--- src/rtl/ram_ctrl.sv ---
`default_nettype none
// ============================================================================
// Module   : ram_ctrl
// Purpose  : Request-driven initiator for a synchronous single-port RAM
//            (1-cycle registered read, write on the clock edge when we = 1).
//            Clients issue reads/writes over a valid/ready handshake; read
//            data comes back with a one-cycle rsp_valid pulse, three cycles
//            after accept. A fill engine writes one value to every address
//            (used to clear the VGA framebuffer).
// Ports    : clk, reset           - clock, asynchronous active-high reset
//            req_valid/req_ready  - request handshake (req_ready is combinational)
//            req_we/addr/wdata    - request type, address, write data
//            rsp_valid/rsp_data   - read response pulse and data
//            fill_start/value     - start a fill (sampled in IDLE) and its data
//            busy                 - fill in progress
//            mem_addr/din/we      - registered RAM port outputs
//            mem_dout             - RAM read data (registered inside the RAM)
// Revision : 1.0 - initial release
// ============================================================================
module ram_ctrl #(
    parameter int A = 10,
    parameter int D = 8
) (
    input  logic         clk,
    input  logic         reset,
    input  logic         req_valid,
    output logic         req_ready,
    input  logic         req_we,
    input  logic [A-1:0] req_addr,
    input  logic [D-1:0] req_wdata,
    output logic         rsp_valid,
    output logic [D-1:0] rsp_data,
    input  logic         fill_start,
    input  logic [D-1:0] fill_value,
    output logic         busy,
    output logic [A-1:0] mem_addr,
    output logic [D-1:0] mem_din,
    output logic         mem_we,
    input  logic [D-1:0] mem_dout
);

    localparam logic [A-1:0] c_last_addr = {A{1'b1}};
    localparam logic [A-1:0] c_one       = {{(A-1){1'b0}}, 1'b1};

    typedef enum logic [0:0] {
        ST_IDLE = 1'b0,
        ST_FILL = 1'b1
    } state_t;

    state_t         r_state;
    state_t         w_state_nxt;
    logic [A-1:0]   r_fill_cnt;
    logic [D-1:0]   r_fill_val;
    logic [1:0]     r_rd_pipe;
    logic           w_accept;
    logic           w_fill_go;
    logic           w_fill_last;

    // A pending fill_start blocks requests so the fill wins the port.
    assign req_ready   = (r_state == ST_IDLE) && !fill_start;
    assign w_accept    = req_valid && req_ready;
    assign w_fill_go   = (r_state == ST_IDLE) && fill_start;
    assign w_fill_last = (r_state == ST_FILL) && (r_fill_cnt == c_last_addr);
    assign busy        = (r_state == ST_FILL);

    // ------------------------------------------------------------------------
    // State machine
    // ------------------------------------------------------------------------
    always_ff @(posedge clk or posedge reset) begin
        if (reset) begin
            r_state <= ST_IDLE;
        end else begin
            r_state <= w_state_nxt;
        end
    end

    always_comb begin
        w_state_nxt = r_state;
        case (r_state)
            ST_IDLE: begin
                if (fill_start) begin
                    w_state_nxt = ST_FILL;
                end
            end
            ST_FILL: begin
                if (w_fill_last) begin
                    w_state_nxt = ST_IDLE;
                end
            end
            default: w_state_nxt = ST_IDLE;
        endcase
    end

    // ------------------------------------------------------------------------
    // Fill counter and latched fill value. r_fill_cnt always equals the
    // address currently on mem_addr during FILL; it wraps to 0 naturally
    // after the last address.
    // ------------------------------------------------------------------------
    always_ff @(posedge clk or posedge reset) begin
        if (reset) begin
            r_fill_cnt <= '0;
            r_fill_val <= '0;
        end else if (w_fill_go) begin
            r_fill_cnt <= '0;
            r_fill_val <= fill_value;
        end else if (r_state == ST_FILL) begin
            r_fill_cnt <= r_fill_cnt + c_one;
        end
    end

    // ------------------------------------------------------------------------
    // RAM port registers. The first fill write (address 0) is loaded on the
    // start edge itself so writes occupy exactly the 2^A cycles of FILL.
    // Requests and fill are mutually exclusive because req_ready is low
    // whenever a fill is starting or running.
    // ------------------------------------------------------------------------
    always_ff @(posedge clk or posedge reset) begin
        if (reset) begin
            mem_addr <= '0;
            mem_din  <= '0;
            mem_we   <= 1'b0;
        end else if (w_accept) begin
            mem_addr <= req_addr;
            mem_din  <= req_wdata;
            mem_we   <= req_we;
        end else if (w_fill_go) begin
            mem_addr <= '0;
            mem_din  <= fill_value;
            mem_we   <= 1'b1;
        end else if ((r_state == ST_FILL) && !w_fill_last) begin
            mem_addr <= r_fill_cnt + c_one;
            mem_din  <= r_fill_val;
            mem_we   <= 1'b1;
        end else begin
            mem_we   <= 1'b0;
        end
    end

    // ------------------------------------------------------------------------
    // Read tracking: stage 0 = address on the port, stage 1 = mem_dout valid.
    // The response is registered once more, giving a 3-cycle read latency.
    // ------------------------------------------------------------------------
    always_ff @(posedge clk or posedge reset) begin
        if (reset) begin
            r_rd_pipe <= 2'b00;
            rsp_valid <= 1'b0;
            rsp_data  <= '0;
        end else begin
            r_rd_pipe <= {r_rd_pipe[0], (w_accept && !req_we)};
            rsp_valid <= r_rd_pipe[1];
            if (r_rd_pipe[1]) begin
                rsp_data <= mem_dout;
            end
        end
    end

endmodule
`default_nettype wire

--- config.mk ---
export PLATFORM = sky130hd
export DESIGN_NAME = ram_ctrl
export DESIGN_NICKNAME = d
export VERILOG_FILES = /design/src/rtl/ram_ctrl.sv
export SDC_FILE = /design/constraint.sdc
export NUM_CORES = 1
export LEC_CHECK = 0
export ABC_AREA = 1
export BUFFER_PORTS_ARGS = -buffer_cell sky130_fd_sc_hd__clkbuf_2
export CORE_ASPECT_RATIO = 0.5
export CORE_MARGIN = 3
export CORE_UTILIZATION = 50
export CTS_CLUSTER_DIAMETER = 40
export CTS_CLUSTER_SIZE = 10
export DETAILED_ROUTE_END_ITERATION = 12
export PLACE_DENSITY = 0.86
export SYNTH_ARGS = -nofsm -noshare
export SYNTH_HDL_FRONTEND = slang
export SYNTH_SLANG_ARGS = --single-unit
export TNS_END_PERCENT = 30
--- constraint.sdc ---
create_clock -name clk -period 1.68 [get_ports clk]
set_input_delay 0.336 -clock clk [delete_from_list [all_inputs] [get_ports clk]]
set_output_delay 0.336 -clock clk [all_outputs]
set_load 0.01 [all_outputs]
; ---- Yosys cells after proc, flatten, opt, wreduce, memory -nomap -nowiden
; Cells that the tools add are included.
[word_totals]
out_inout_bits = 30
inputBits = 39
regBits = 49
[classes]
n_bitwise = 1
reduce_logical = 11
muxes = 14
addsub = 1
n_eq_ne = 1
[op_table]
columns = op, count
row1 = 10-bit two-way mux, 5
row2 = 8-bit two-way mux, 3
row3 = 10-bit by 1-bit adder with 10-bit output (second input constant), 1
row4 = 10-bit == test (second input constant), 1
row5 = 1-bit logical AND, 6
row6 = 1-bit two-way mux, 5
row7 = 1-bit logical NOT, 3
row8 = 3-bit nonzero test, 1
row9 = 1-bit case mux with 2 select lines, 1
row10 = 2-bit nonzero test, 1
row11 = 1-bit NOT, 1

; ---- Longest topological paths before layout
; Gate-level depths: netlist of run 1.
[logic_depth]
ltp_word = 7
ltp_mapped = 9
ltp_nobuf = 9

; ---- Least setup slack after synthesis of run 1
; OpenSTA, ideal clock, no wires.
[synth_path]
path_type = register -> register
startpoint = register r_fill_cnt[0]
endpoint = register mem_addr[2]
arrival_ns = 1.276
path_stages_with_launch = 10
setup_time_ns = 0.116
synth_period_minus_slack_ns = 1.393
slack_ns = 0.287
cell_sequence = dfrtp_1 ha_1 nand2_1 nor2_2 nand3_2 nand2_4 nand2_4 buf_6 nand2_1 nand2_1
[synth_via]
elab_chain_cells = 5
word_cells_on_any_way = 9
[synth_rtl]
columns = element, line
row1 = from (decl), 52  ; logic [A-1:0] r_fill_cnt;
row2 = from (signal assigned), 107  ; r_fill_cnt <= r_fill_cnt + c_one;
row3 = "parallel branches: the longest is 5 deep, another holds 10-bit by 1-bit adder with 10-bit output", -
row4 = to (signal assigned), 123  ; mem_addr <= req_addr;
row5 = to (signal assigned), 131  ; mem_addr <= r_fill_cnt + c_one;
row6 = to (decl), 36  ; output logic [A-1:0] mem_addr,
; Parallel ways; which one is timed is not known. The select of a mux whose other input is x is not followed.
; A chain may end at the register's enable or synchronous reset.

; ---- Worst setup path after layout of run 1
[layout_path]
startpoint = register r_fill_cnt[0]
endpoint = register mem_we
[layout_via]
elab_chain_cells = 7
[layout_rtl]
columns = element, line
row1 = 10-bit == test, 63  ; assign w_fill_last = (r_state == ST_FILL) && (r_fill_cnt == c_last_addr);
row2 = 1-bit logical AND, 63
row3 = 1-bit logical NOT, 130  ; end else if ((r_state == ST_FILL) && !w_fill_last) begin
row4 = 1-bit logical AND, 130
row5 = 1-bit two-way mux, 130
row6 = 1-bit two-way mux, 126  ; end else if (w_fill_go) begin
row7 = 1-bit two-way mux, 122  ; end else if (w_accept) begin
row8 = to (signal assigned), 125  ; mem_we <= req_we;
row9 = to (decl), 38  ; output logic mem_we,
; Every way passes these cells.

==> impl_metrics.json, run 1 <==
{
  "post-route-period-util": 0.958,
  "final-max-slew-violation-count": 0,
  "instances_no_fill": 395,
  "detail_route.vias_per_cell": 5.29,
  "cts_inserted_buffers": 5,
  "crit_type": "flip-flop to flip-flop",
  "count_of_different_cell_masters_after_synthesis": 27,
  "yosys_register_bits": 49,
  "place.port_buffers": 68,
  "antennaDiodeCount": 0,
  "setup_viol": 0,
  "clk_tree_root_cell": "sky130_fd_sc_hd__clkbuf_8",
  "place.detailed.hpwl_um": 4250,
  "finish.net_count": 380,
  "syn_nets": 304,
  "ys_warn_count": 0,
  "overflow": 0,
  "drt-initial-drc-count": 133,
  "fmax_mhz": 621,
  "cp_data_arrival_time_ps": 1820,
  "crit_path_max_fanout": 13,
  "worst_slack_ps": 70.9,
  "routed_wl_um": 6050,
  "run_status": "finished, violations left",
  "area_delta_synth_final_pct": 23.4,
  "setup.worst_path.start_class": "flip-flop",
  "synth_top_cell_by_area": "sky130_fd_sc_hd__dfrtp_1",
  "power-per-cell-area_nw_per_um2": 727,
  "final_cell_area_um2": 2810,
  "number_of_i_o_pins": 69,
  "final_layout_size_suffix_gt1_frac": 0.326,
  "htree_num_levels": 2,
  "synth_most_common_cell": "sky130_fd_sc_hd__nand2_1",
  "edff_count_synth": 0,
  "tightestPinTransition_ps": 434,
  "insertion_delay_ps": 320,
  "cts.reportedPaths.clkPinSlew_ps": 90,
  "detail-route-antenna-nets": 0,
  "gr-usage-all-layers": 0.230,
  "dieArea_um2": 5450,
  "die_width_um": 101,
  "worst_setup_path_end_kind": "flip-flop",
  "critical_path_required_ps": 1890,
  "hold_viol_final": 14,
  "synth_area_um2": 2280,
  "grt_start_max_net_pins": 33,
  "max_cap_viols": 0,
  "number_of_antenna_violations_at_the_first_check_in_global_routing": 0,
  "asyncSetResetFlopFracSynth": 1.00,
  "routed-via-count": 2089,
  "synth.top_cells.by_count": "sky130_fd_sc_hd__nand2_1 (102), sky130_fd_sc_hd__dfrtp_1 (49), sky130_fd_sc_hd__nand3_1 (31)",
  "cellLeakagePower_nw": 1.60,
  "synthDominantCellAreaShare": 0.538,
  "clock_skew_ps": 7.56,
  "die_h_um": 53.7,
  "grt_pass1_vias": 1958,
  "core_region_area_um2": 4140,
  "effective_utilization_at_floorplan": 0.550,
  "number_of_instances_in_the_synthesized_netlist": 264,
  "detailed_place.area_um2": 2670,
  "postSynth.topFlopCell": "sky130_fd_sc_hd__dfrtp_1",
  "layout.core_utilization": 0.679,
  "vdd_drop_max_mv": 0.315,
  "synth.top_cells.by_area": "sky130_fd_sc_hd__dfrtp_1 (54%), sky130_fd_sc_hd__nand2_1 (17%), sky130_fd_sc_hd__nand3_1 (6.8%)",
  "wl_per_cell_um": 15.3,
  "cts_tree": "done",
  "setup_tns_ps": 0,
  "place.gp.congestion": 0.917,
  "clock_tree.buffer_depth": 2,
  "violations_in_the_final_reports": "hold timing",
  "detailedPlace.worstSlack_ps": 93.2,
  "post_synth.cell_area_avg_um2": 8.64,
  "drt_pass1_iterations": 5,
  "min-delay-path-class": "primary input to asynchronous set/reset pin",
  "placedCellCount": 383,
  "cts_num_sinks": 49,
  "grt_first_pass_wirelength_um": 9160,
  "hold-worst-slack_ps": -10.2,
  "rows": 16,
  "synth.yosys.seq_area_share": 0.538,
  "period_minus_slack_ps": 1610,
  "maxSlewHeadroom": 0.710,
  "drc_viols": 0
}
-- cells in the final DEF (no fill, tap or decap), types with 2 or more instances in the layout --
| cell | instances |
|---|---|
| sky130_fd_sc_hd__inv_1 | 14 |
| sky130_fd_sc_hd__or2_0 | 2 |
| sky130_fd_sc_hd__a21oi_1 | 2 |
| sky130_fd_sc_hd__nand2_4 | 3 |
| sky130_fd_sc_hd__nor2_1 | 11 |
| sky130_fd_sc_hd__nand2_1 | 102 |
| sky130_fd_sc_hd__buf_4 | 8 |
| sky130_fd_sc_hd__inv_2 | 3 |
| sky130_fd_sc_hd__mux2_2 | 8 |
| sky130_fd_sc_hd__o21ai_0 | 11 |
| sky130_fd_sc_hd__nor2_2 | 3 |
| sky130_fd_sc_hd__nand3_1 | 31 |
| sky130_fd_sc_hd__dfrtp_1 | 48 |
| sky130_fd_sc_hd__nand4_1 | 2 |
| sky130_fd_sc_hd__clkbuf_8 | 6 |
| sky130_fd_sc_hd__clkbuf_2 | 68 |
| sky130_fd_sc_hd__inv_4 | 2 |
| sky130_fd_sc_hd__nand2_2 | 3 |
-- power by group --
part / switching, mW / internal, mW / total, mW
registers: 0.00437 / 1.19 / 1.19
logic: 0.0488 / 0.0454 / 0.0942
clock network: 0.427 / 0.334 / 0.761
total: 0.480 / 1.57 / 2.05
-- registers in the layout, indices dropped and copies added (netlist names) --
name	cells
busy	1
mem_addr	10
mem_din	8
mem_we	1
r_fill_cnt	10
r_fill_val	8
r_rd_pipe	2
rsp_data	8
rsp_valid	1
-- per-stage QoR --
stage | total power [mW] | hold WS, ps
4_1_cts | 2.05 | 5.88
3_5_place_dp | 1.31 | 337
6_report | 2.05 | -10.2
2_1_floorplan | 1.24 | 331
3_3_place_gp | 1.30 | 334
5_1_grt | 2.11 | 30.0
-- worst max-delay path: stages (launching register included) --
cell	delay (ps)
sky130_fd_sc_hd__dfrtp_1	410
sky130_fd_sc_hd__ha_1	210
sky130_fd_sc_hd__nand2_1	150
sky130_fd_sc_hd__nor2_4	150
sky130_fd_sc_hd__nand3_2	140
sky130_fd_sc_hd__nand2_8	160
sky130_fd_sc_hd__nand2_4	90
sky130_fd_sc_hd__o21a_1	200
-- timing repair --
action,CTS,global route
endpoints found under the setup margin,0,19
setup buffers,0,4
gates resized for setup,0,3
hold buffers,0,0
-- cell families after synthesis --
logic type	count (synthesis)	share of synthesized area
adders and majority gates	1	0.00549
and+or+nand+nor	160	0.308
AOI/OAI and AO/OA	18	0.0428
DFF	49	0.538
xor gates and xnor gates	1	0.00384
buffers and inverters	27	0.0620
muxes	8	0.0395
-- area by class of cell --
type / instances / area (µm²)
timing repair buffer: 77 / 420
clock buffer: 6 / 82.6
inverter: 19 / 76.3
sequential: 49 / 1230
fill: 334 / 1330
multi-input combinational: 188 / 926
tap: 54 / 67.6
clock inverter: 2 / 13.8
-- worst paths after layout --
| check | start | end | slack [ps] | cells past startpoint |
|---|---|---|---|---|
| max in group asynchronous | reset | busy | 1170 | 3 |
| min reg2reg | r_rd_pipe[0] | r_rd_pipe[1] | 360 | 0 |
| max | r_fill_cnt[0] | mem_we | 70 | 7 |
| min | reset | rsp_data[4] | -10 | 2 |
| min in group clk | fill_value[0] | r_fill_val[0] | 220 | 3 |
| max reg2reg | r_fill_cnt[0] | mem_we | 70 | 7 |
-- per-layer routing --
layer / vias up / routed length, µm / track usage
li1: 994 / - / -
met1: 977 / 2590 / 0.283
met2: 102 / 2840 / 0.393
met3: 16 / 455 / 0.0802
met4: 0 / 165 / 0.0618
met5: - / 0 / 0
No activity file was read; power rests on OpenSTA's default activity.
==> run 2: changes to the inputs <==
- BUFFER_PORTS_ARGS: -buffer_cell sky130_fd_sc_hd__clkbuf_2 -> -buffer_cell sky130_fd_sc_hd__buf_4
==> run 2 against run 1 <==
Against the previous run:
- the flow now finishes without violations
- register-to-register slack improved by 70 ps
- via count down 0.38%
- fmax up 0.93%
- wire length decreased by 4.9%
- utilization is 3.8 points higher
- first-iteration DRC count rose by 14%
- critical path type is now flip-flop to output port
- highest routed layer unchanged
==> impl_metrics.json, run 2 (synthesis gave the netlist of run 1 again) <==
{
  "run_status": "complete, no violations",
  "tightestPinTransition_ps": 331,
  "overflow": 0,
  "power-per-cell-area_nw_per_um2": 684,
  "place.port_buffers": 68,
  "die_h_um": 53.7,
  "rows": 16,
  "critical_path_required_ps": 1340,
  "hold-worst-slack_ps": 62.8,
  "grt_start_max_net_pins": 50,
  "number_of_antenna_violations_at_the_first_check_in_global_routing": 0,
  "hold_viol_final": 0,
  "crit_path_max_fanout": 13,
  "largest_registers": "mem_addr x10, r_fill_cnt x10",
  "seq_power_share": 0.586,
  "drc_viols": 0,
  "cts_inserted_buffers": 5,
  "instances_no_fill": 395,
  "maxSlewHeadroom": 0.779,
  "insertion_delay_ps": 310,
  "setup_tns_ps": 0,
  "mostFrequentLayoutCell": "sky130_fd_sc_hd__nand2_1",
  "clkPwrFrac": 0.355,
  "globalRoute.busiestLayer": "met2",
  "fillerInstances": 310,
  "switching_share": 0.237,
  "netSwitchingPower_uw": 481,
  "clock_skew_ps": 9.07,
  "placedCellCount": 383,
  "post-route-period-util": 0.949,
  "grt_pass1_vias": 1981,
  "effective_utilization_at_floorplan": 0.550,
  "grt_first_pass_wirelength_um": 9320,
  "min-delay-path-class": "primary input to asynchronous set/reset pin",
  "grtUsageMet3": 0.0466,
  "dieArea_um2": 5450,
  "p_int_mw": 1.55,
  "crit_type": "flip-flop to output port",
  "clock_tree.buffer_depth": 2,
  "final_layout_size_suffix_gt1_frac": 0.323,
  "final-max-slew-violation-count": 0,
  "core_region_area_um2": 4140,
  "fmax_mhz": 627,
  "worst_setup_path_end_kind": "output port",
  "grt_use_met2": 0.385,
  "setup_viol": 0,
  "gr-usage-all-layers": 0.223,
  "die_width_um": 101,
  "wl_per_cell_um": 14.6,
  "detail-route-antenna-nets": 0,
  "place.gp.congestion": 0.899,
  "antennaDiodeCount": 0,
  "place.detailed.hpwl_um": 4120,
  "drt_pass1_iterations": 4,
  "finish.net_count": 380,
  "cts_num_sinks": 49,
  "drt-initial-drc-count": 152,
  "routed-via-count": 2081,
  "routed_wl_um": 5760,
  "period_minus_slack_ps": 1590,
  "number_of_i_o_pins": 69,
  "detail_route.vias_per_cell": 5.27,
  "cp_data_arrival_time_ps": 1260,
  "max_cap_viols": 0,
  "area_delta_synth_final_pct": 30.4,
  "most-common-layout-cells": "sky130_fd_sc_hd__nand2_1 (102), sky130_fd_sc_hd__buf_4 (76), sky130_fd_sc_hd__dfrtp_1 (49), sky130_fd_sc_hd__nand3_1 (31), sky130_fd_sc_hd__inv_1 (14)",
  "setup.worst_path.start_class": "flip-flop",
  "cts.reportedPaths.clkPinSlew_ps": 100,
  "combinationalPowerShare": 0.060,
  "grt.met1_usage": 0.292,
  "cellLeakagePower_nw": 1.63,
  "htree_num_levels": 2,
  "cts-hold-fix-buffers": 0,
  "clk_tree_root_cell": "sky130_fd_sc_hd__clkbuf_8",
  "vdd_drop_max_mv": 0.349,
  "cts_tree": "done"
}
==> run 2: cell count changes in the layout (fill, tap and decap cells not counted), sizes merged <==
| cell | previous run | this run |
|---|---|---|
| buf | 9 | 77 |
| clkinvlp | 0 | 3 |
| clkbuf | 74 | 5 |
| clkinv | 2 | 0 |
==> run 2: final cells by class <==
cell class	count	area, µm²	area share
flip-flops and latches	49	1230	0.412
multi-input cells	188	921	0.310
repair buffers	77	591	0.199
inverters	19	76.3	0.0257
clock buffers	5	68.8	0.0231
well taps	54	67.6	0.0227
clock inverters	3	22.5	0.00758
==> run 2: metrics by stage <==
step / total power [mW] / worst slack (ps) / instance area [µm²] / utilization
after global placement: 1.33 / 171 / 2840 / 0.686
after floorplan: 1.24 / 171 / 2280 / -
after global routing: 2.09 / -2.50 / 2970 / 0.717
final: 2.03 / 85.7 / 2970 / 0.717
after CTS: 2.03 / 66.9 / 2930 / 0.708
after detailed placement: 1.34 / 83.7 / 2840 / 0.686
==> run 2: final timing paths <==
check / slack, ps / start / to / cells past startpoint
worst max-delay path: 90 / busy / req_ready / 3
worst min-delay path: 60 / reset / mem_addr[8] / 3
worst max register to register: 140 / r_fill_cnt[0] / mem_addr[6] / 8
worst min register to register: 360 / r_rd_pipe[0] / r_rd_pipe[1] / 0
max in group asynchronous: 1390 / reset / mem_din[2] / 3
min in group clk: 200 / req_we / r_rd_pipe[0] / 2
==> run 2: what timing repair did <==
action                                  in CTS  in global routing
hold endpoints to repair                     0                  0
resized for setup                            0                  1
setup buffers                                0                  4
endpoints found under the setup margin       0                 18
==> run 2: metal layers <==
metal / wire (µm) / share of wire
met1: 2490 / 0.43
met3: 458 / 0.080
met4: 108 / 0.019
met5: 0 / 0
met2: 2700 / 0.47
==> run 2: worst max-delay path: stages, from the launching register on <==
cell and delay, ps:
sky130_fd_sc_hd__dfrtp_1 460, sky130_fd_sc_hd__nor2_2 140, sky130_fd_sc_hd__buf_4 210, sky130_fd_sc_hd__buf_4 140
==> run 2: power by group through the flow <==
stage / sequential (mW) / combinational, mW / clock, mW
3_5_place_dp: 1.21 / 0.122 / 0
5_1_grt: 1.19 / 0.132 / 0.769
3_3_place_gp: 1.21 / 0.118 / 0
2_1_floorplan: 1.22 / 0.0262 / 0
4_1_cts: 1.19 / 0.123 / 0.721
6_report: 1.19 / 0.121 / 0.721
